$ cat config.mk
export PLATFORM = sky130hd
export DESIGN_NAME = fetch_stage
export DESIGN_NICKNAME = d
export VERILOG_FILES = /design/src/rtl/fetch_pkg.sv /design/src/rtl/fetch_stage.sv
export SDC_FILE = /design/constraint.sdc
export NUM_CORES = 1
export LEC_CHECK = 0
export CORE_AREA = 2 2 91 85
export CTS_CLUSTER_DIAMETER = 150
export DETAILED_ROUTE_END_ITERATION = 10
export DIE_AREA = 0 0 93 87
export PLACE_DENSITY = 0.75
export SLEW_MARGIN = 25
export SYNTH_ARGS = -nofsm -noshare
export SYNTH_HDL_FRONTEND = slang
export SYNTH_SLANG_ARGS = --single-unit
export TNS_END_PERCENT = 20
$ cat constraint.sdc
create_clock -name CLK -period 1.38 [get_ports CLK]
set_input_delay 0.207 -clock CLK [delete_from_list [all_inputs] [get_ports CLK]]
set_output_delay 0.207 -clock CLK [all_outputs]
set_load 0.02 [all_outputs]
$ cat src/rtl/fetch_pkg.sv
// ----------------------------------------------------------------------------
// fetch_pkg
//
// Shared definitions for the instruction fetch stage:
//   PC_W             - width of the program counter / instruction byte address
//   INSTR_W          - width of an instruction word
//   RESET_PC_DEFAULT - default PC loaded when the stage is reset
//   fetch_state_t    - fetch controller states
//   is_word_aligned  - true when a byte address lands on a 32-bit boundary
// ----------------------------------------------------------------------------
package fetch_pkg;

    localparam int unsigned PC_W    = 12;
    localparam int unsigned INSTR_W = 32;

    localparam logic [PC_W-1:0] RESET_PC_DEFAULT = 12'h000;

    // S_FETCH : request outstanding, waiting for memory to answer
    // S_VALID : instruction held, waiting for the consumer to retire it
    // S_FAULT : a misaligned redirect was seen; only reset leaves this state
    typedef enum logic [1:0] {
        S_FETCH = 2'd0,
        S_VALID = 2'd1,
        S_FAULT = 2'd2
    } fetch_state_t;

    // Instructions are 32-bit words, so the two low address bits must be zero.
    function automatic logic is_word_aligned(input logic [PC_W-1:0] addr);
        return (addr[1:0] == 2'b00);
    endfunction

endpackage : fetch_pkg

$ cat src/rtl/fetch_stage.sv
// ----------------------------------------------------------------------------
// fetch_stage
//
// Single-entry instruction fetch stage. Issues a read to instruction memory
// at pc, captures the returned word, and holds it until the consumer retires
// it (advance) or the pipeline is redirected (flush). A PC load to an address
// that is not word-aligned parks the stage in a sticky fault state that only
// reset can clear.
//
// Parameters
//   RESET_PC     - PC value loaded on reset
//
// Ports
//   CLK          in   1   clock, all state changes on the rising edge
//   RSTn         in   1   asynchronous active-low reset
//   nextPc       in   12  next PC chosen by the PC mux
//   advance      in   1   consumer retired the held instruction; load nextPc
//   flush        in   1   redirect; abort any outstanding fetch, load nextPc
//   I_MEM_REQ    out  1   instruction-memory read request
//   I_MEM_ADDR   out  12  instruction-memory byte address (always pc)
//   I_MEM_READY  in   1   I_MEM_DI is valid for the current request
//   I_MEM_DI     in   32  instruction word from memory
//   pc           out  12  address of the instruction being fetched or held
//   pcInc4       out  32  zero-extended pc + 4 (wraps at 12 bits)
//   instr        out  32  held instruction word
//   instrValid   out  1   instr is valid for pc
//   fault        out  1   sticky misaligned-target indication
// ----------------------------------------------------------------------------
module fetch_stage
    import fetch_pkg::*;
#(
    parameter logic [PC_W-1:0] RESET_PC = RESET_PC_DEFAULT
) (
    input  logic                CLK,
    input  logic                RSTn,
    input  logic [PC_W-1:0]     nextPc,
    input  logic                advance,
    input  logic                flush,
    output logic                I_MEM_REQ,
    output logic [PC_W-1:0]     I_MEM_ADDR,
    input  logic                I_MEM_READY,
    input  logic [INSTR_W-1:0]  I_MEM_DI,
    output logic [PC_W-1:0]     pc,
    output logic [INSTR_W-1:0]  pcInc4,
    output logic [INSTR_W-1:0]  instr,
    output logic                instrValid,
    output logic                fault
);

    fetch_state_t    state;
    logic            target_aligned;
    logic [PC_W-1:0] pc_plus4;

    assign target_aligned = is_word_aligned(nextPc);

    // The request and address are pure decodes of registered state, so they
    // are glitch-free and change only on a clock edge or on reset.
    assign I_MEM_REQ  = (state == S_FETCH);
    assign I_MEM_ADDR = pc;

    // pc + 4 deliberately wraps inside the 12-bit address space before being
    // zero-extended, so 12'hFFC feeds back as 32'h0.
    assign pc_plus4 = pc + PC_W'(4);
    assign pcInc4   = {{(INSTR_W - PC_W){1'b0}}, pc_plus4};

    // Fetch controller. flush is checked first in every live state so that a
    // redirect always wins over advance and over data returning in the same
    // cycle. Any PC load that targets a misaligned address leaves pc alone and
    // freezes the stage in S_FAULT.
    always_ff @(posedge CLK or negedge RSTn) begin
        if (!RSTn) begin
            state      <= S_FETCH;
            pc         <= RESET_PC;
            instr      <= '0;
            instrValid <= 1'b0;
            fault      <= 1'b0;
        end else begin
            case (state)
                S_FETCH: begin
                    if (flush) begin
                        instrValid <= 1'b0;
                        if (target_aligned) begin
                            pc    <= nextPc;
                            state <= S_FETCH;
                        end else begin
                            fault <= 1'b1;
                            state <= S_FAULT;
                        end
                    end else if (I_MEM_READY) begin
                        instr      <= I_MEM_DI;
                        instrValid <= 1'b1;
                        state      <= S_VALID;
                    end
                end

                S_VALID: begin
                    if (flush || advance) begin
                        instrValid <= 1'b0;
                        if (target_aligned) begin
                            pc    <= nextPc;
                            state <= S_FETCH;
                        end else begin
                            fault <= 1'b1;
                            state <= S_FAULT;
                        end
                    end
                end

                S_FAULT: begin
                    instrValid <= 1'b0;
                    fault      <= 1'b1;
                end

                default: begin
                    // Unreachable encoding; treat it like a fault so the
                    // stage never issues requests from an unknown state.
                    instrValid <= 1'b0;
                    fault      <= 1'b1;
                    state      <= S_FAULT;
                end
            endcase
        end
    end

endmodule : fetch_stage
Yosys cells after proc, flatten, opt, wreduce, memory -nomap -nowiden. Cells that the tools add are included. Widths: inputs -> output; s select.

Logic and storage cells: 39. Flip-flop bits (word level): 48. Bits of input ports: 49.

Reduce and logical (&&, ||, !) cells: 9. Bitwise gates (word level): 2. Equal/unequal tests: 5. Muxes and demuxes: 17. Add/subtract/negate cells: 1.

Operators by type and width (number): $mux 12 (3); $pmux 12 s2 (1); $add 12x3->12 const B (1); $reduce_and 3->1 (3); $mux 2 (4); $mux 1 (6); $pmux 2 s3 (1); $logic_not 2->1 (2); $ne 2x2->1 const B (2); $pmux 1 s2 (2); $reduce_and 2->1 (2); $ne 3x2->1 const B (1); $eq 2x1->1 const B (1); $eq 2x2->1 const B (1); $not 1->1 (2); $reduce_bool 2->1 (1); $logic_or 1x1->1 (1).

Longest topological paths before layout.
Depth after elaboration: 4. Gate-level depth with buffers: 4. Gate-level depth less buffers: 4.

Worst setup path before layout. No wires, ideal clock.

Path kind: register to output. Start point: register pc[4], in the netlist I_MEM_ADDR[4]. End point: output port pcInc4[11]. Data required time: 1.173 ns. Cell stages (with the launch flop): 4. Slack: -0.203 ns. Arrival time: 1.376 ns. Cells stage by stage: dfrtp_1 > nand3_1 > nor4_1 > xor2_1.

Cells in the longest elaborated chain, start to end: 1.

RTL lines: start, declared (line fetch_stage.sv:43) `output logic [PC_W-1:0] pc,`; start signal, assigned (line fetch_stage.sv:83) `pc <= nextPc;`; start signal, assigned (line fetch_stage.sv:100) `pc <= nextPc;`; $add 12x3->12 (line fetch_stage.sv:63) `assign pc_plus4 = pc + PC_W'(4);`; end, declared (line fetch_stage.sv:44) `output logic [INSTR_W-1:0] pcInc4,`.

No other way between the ends.

Final worst setup path.
Start point: register pc[2], in the netlist I_MEM_ADDR[2]. End point: output port pcInc4[10].

Same word-level chain as after synthesis.

==> results by group <==
Synth
  • EDFF count, synth: 0
  • Number of synthesized register bits: 48
  • Yosys top cell by area: dfrtp_1
  • Top cell type's share of synthesized area: 50.9%
  • Count of cell types in the netlist: 24
  • Syn_area_per_cell: 14.0 µm²
  • Register area share after synthesis: 50.9%
  • Yosys warnings: 0
  • Fraction of registers with async set or reset after synthesis: 100%
  • Gate Count Post-Synth: 168
  • Mapped Area: 2360 µm²
  • Top area cells in the synthesized netlist: dfrtp_1, mux2_4, buf_4
  • Dominant synthesized flop cell: dfrtp_1

Timing
  • FMAX: 0.618 GHz
  • Clock Skews: 0.00738 ns
  • Hold slack: 0.418 ns
  • RSZ-0062 raised after global routing: true
  • Worst setup margin: -0.238 ns
  • Final Hold Fails: 0
  • Period utilization: 117%
  • Min Tclk post-route: 1.62 ns
  • Final slew viol count: 0
  • Setup violators final: 51

Global route
  • Pin count of the biggest net entering global routing: 49
  • GR Util All Layers: 13.1%
  • Initial antenna violation count: 0
  • First-pass GRT wire length: 8400 µm
  • GR Layer Usage met2: 22.4%
  • Total overflow reported by the global router: 0
  • M1 GR Usage: 16.3%
  • Vias in the first global route: 1755
  • Met3 Use GR: 4.42%
  • Gr busiest metal: met2

Layout
  • Fraction of layout cells with a size suffix above 1: 42.2%
  • Fillers: 655
  • P&R area growth vs syn: 63.0%
  • Most frequent cells in the layout: clkdlybuf4s50_1, dlygate4sd2_1, dfrtp_1, mux2_4, buf_4
  • Nets: 355
  • Final Util: 53.3%
  • Commonest non-fill, non-tap cell in the layout: clkdlybuf4s50_1
  • Inserted Diodes: 0
  • Finished Layout Cells: 402

Floorplan
  • IO Count: 140
  • Die area: 8090 µm²
  • Core Area: 7210 µm²
  • # rows: 30
  • Die width: 93 µm
  • Starting density of the core: 32.7%
  • Die height: 87 µm

Setup path
  • Required time worst endpoint: 1.17 ns
  • Worst Path Arrival: 1.41 ns
  • Startpoint types: flip-flop
  • CP peak stage delay: 0.41 ns
  • Cells along the critical path: ha_4, nand4_1, nor2_1, xnor2_1, buf_4
  • Setup CP Type: reg -> out
  • R2R Setup Slk: -0.12 ns
  • Setup crit end kind: output port
  • CP Max Fanout: 3
  • Slowest-stage cell, CP: dfrtp_2

Drt
  • Routed WL per cell: 14.5 µm
  • Routed wire length: 5810 µm
  • First DRT Iteration DRCs: 20
  • TritonRoute pass-1 iters: 4
  • Drt drc: 0
  • Final ANT Viol Nets: 0
  • Vias: 1702
  • Via density: 4.23

Power and ir drop
  • Max IR drop VDD: 433 µV
  • Leak: 1.94 nW
  • Logic gate share of total power: 30.7%
  • Flop pwr share: 45.1%
  • Sw power: 1.09 mW
  • Overall power: 3.62 mW
  • Cell Pwr Density: 942 nW/µm²
  • Sw frac: 30.2%
  • Internal power: 2.53 mW
  • Clk pwr share: 24.3%

Run status
  • Failing checks: setup timing
  • Outcome: finished, violations left

Placement
  • Setup WS pre-CTS: -0.484 ns
  • HPWL Detailed: 4100 µm
  • Placer Congestion: 0.673
  • # port buffers: 119
  • Placed Cells: 387

CTS
  • CTS tree: yes
  • Clk root buf: clkbuf_8
  • Max clock buf depth: 2
  • H-tree Lvls: 2
  • Clock sink count: 48
  • Worst-path clk slew: 0.09 ns
  • Clk_lat worst skew: 0.30 ns
  • CTS Buf Count: 5

Min path
  • Worst hold path class: in -> async

Job
  • Number of max-cap violations: 0
[critical path: cells and delay by family, from the launching register on]
kind	cells	cell delay, ns
flops	1	0.41
simple gates	2	0.27
buf+inv	1	0.16
fa+ha+maj	1	0.14
xor+xnor	1	0.13
[cells by family (layout without fill, tap and decap cells)]
kind of cell / count (synthesis) / count (layout) / share of synthesized area (%)
AO/OA/AOI/OAI: 4 / 4 / 1.43
XOR/XNOR: 8 / 8 / 2.97
adder cells (fa/ha/maj): 1 / 1 / 0.530
buffers and inverters: 42 / 161 / 13.2
flip-flops: 48 / 48 / 50.9
multiplexers: 42 / 42 / 24.8
other: 1 / 20 / 0.159
AND/OR/NAND/NOR: 22 / 22 / 5.94
[layout make-up]
| class | instances | area (µm²) | share of cell area [%] |
|---|---|---|---|
| repair buffers | 149 | 1360 | 35.4 |
| clock buffers | 7 | 86.3 | 2.25 |
| multi-input cells | 97 | 1040 | 27.1 |
| inverters | 4 | 15.0 | 0.391 |
| flip-flops and latches | 48 | 1210 | 31.5 |
| clock inverters | 1 | 7.51 | 0.195 |
| well taps | 96 | 120 | 3.12 |
[repair_timing]
item	CTS	global route
gates cloned	0	2
setup endpoints to repair	113	67
hold buffers	1	0
pin swaps	11	7
gates resized for setup	158	38
endpoints found under the hold margin	48	0
setup buffers	1	3
[per-layer routing]
metal  wire, µm  share of wire (%)  vias up
li1           -                  -      784
met1       2380                 41      824
met2       2950                 51       92
met3        459                7.9        2
met4         19               0.33        0
met5          0                  0        -
[metrics by stage]
step / area [µm²] / TNS (ns)
final: 3840 / -5.66
after global routing: 3840 / -8.24
after global placement: 3680 / -19.48
after floorplan: 2460 / -3.87
after detailed placement: 3680 / -21.03
after CTS: 3750 / -6.24
[cells in the mapped netlist (all sizes together) (2+ instances only)]
| cell | instances |
|---|---|
| nand3 | 4 |
| nor3 | 2 |
| xnor2 | 4 |
| nor2b | 2 |
| xor2 | 4 |
| nor2 | 7 |
| nand2 | 2 |
| nor4 | 2 |
| inv | 4 |
| dfrtp | 48 |
| buf | 38 |
| mux2 | 42 |
[power by group through the flow]
stage,clock network (mW),registers [mW],logic (mW)
final,0.878,1.63,1.11
after global routing,0.966,1.65,1.18
after detailed placement,0,1.66,1.21
after CTS,0.928,1.64,1.10
after floorplan,0,1.85,0.422
after global placement,0,1.66,1.19
[flip-flops by register name (all words and copies together), names as in the netlist]
register	cells
I_MEM_ADDR	12
instrValid	1
state	2
instr	32
fault	1
[final timing paths]
check / startpoint / cells past startpoint / endpoint
worst max-delay path: I_MEM_ADDR[2]$_DFFE_PN0P_ / 5 / pcInc4[10]
worst min-delay path: RSTn / 3 / I_MEM_ADDR[0]$_DFFE_PN0P_
worst max register to register: state[1]$_DFFE_PN0P_ / 4 / instr[27]$_DFFE_PN0P_
worst min register to register: fault$_DFFE_PN0P_ / 1 / fault$_DFFE_PN0P_
max in group asynchronous: RSTn / 3 / state[1]$_DFFE_PN0P_
min in group CLK: fault$_DFFE_PN0P_ / 1 / fault$_DFFE_PN0P_
Note: power is estimated with default switching activity, not from simulation.
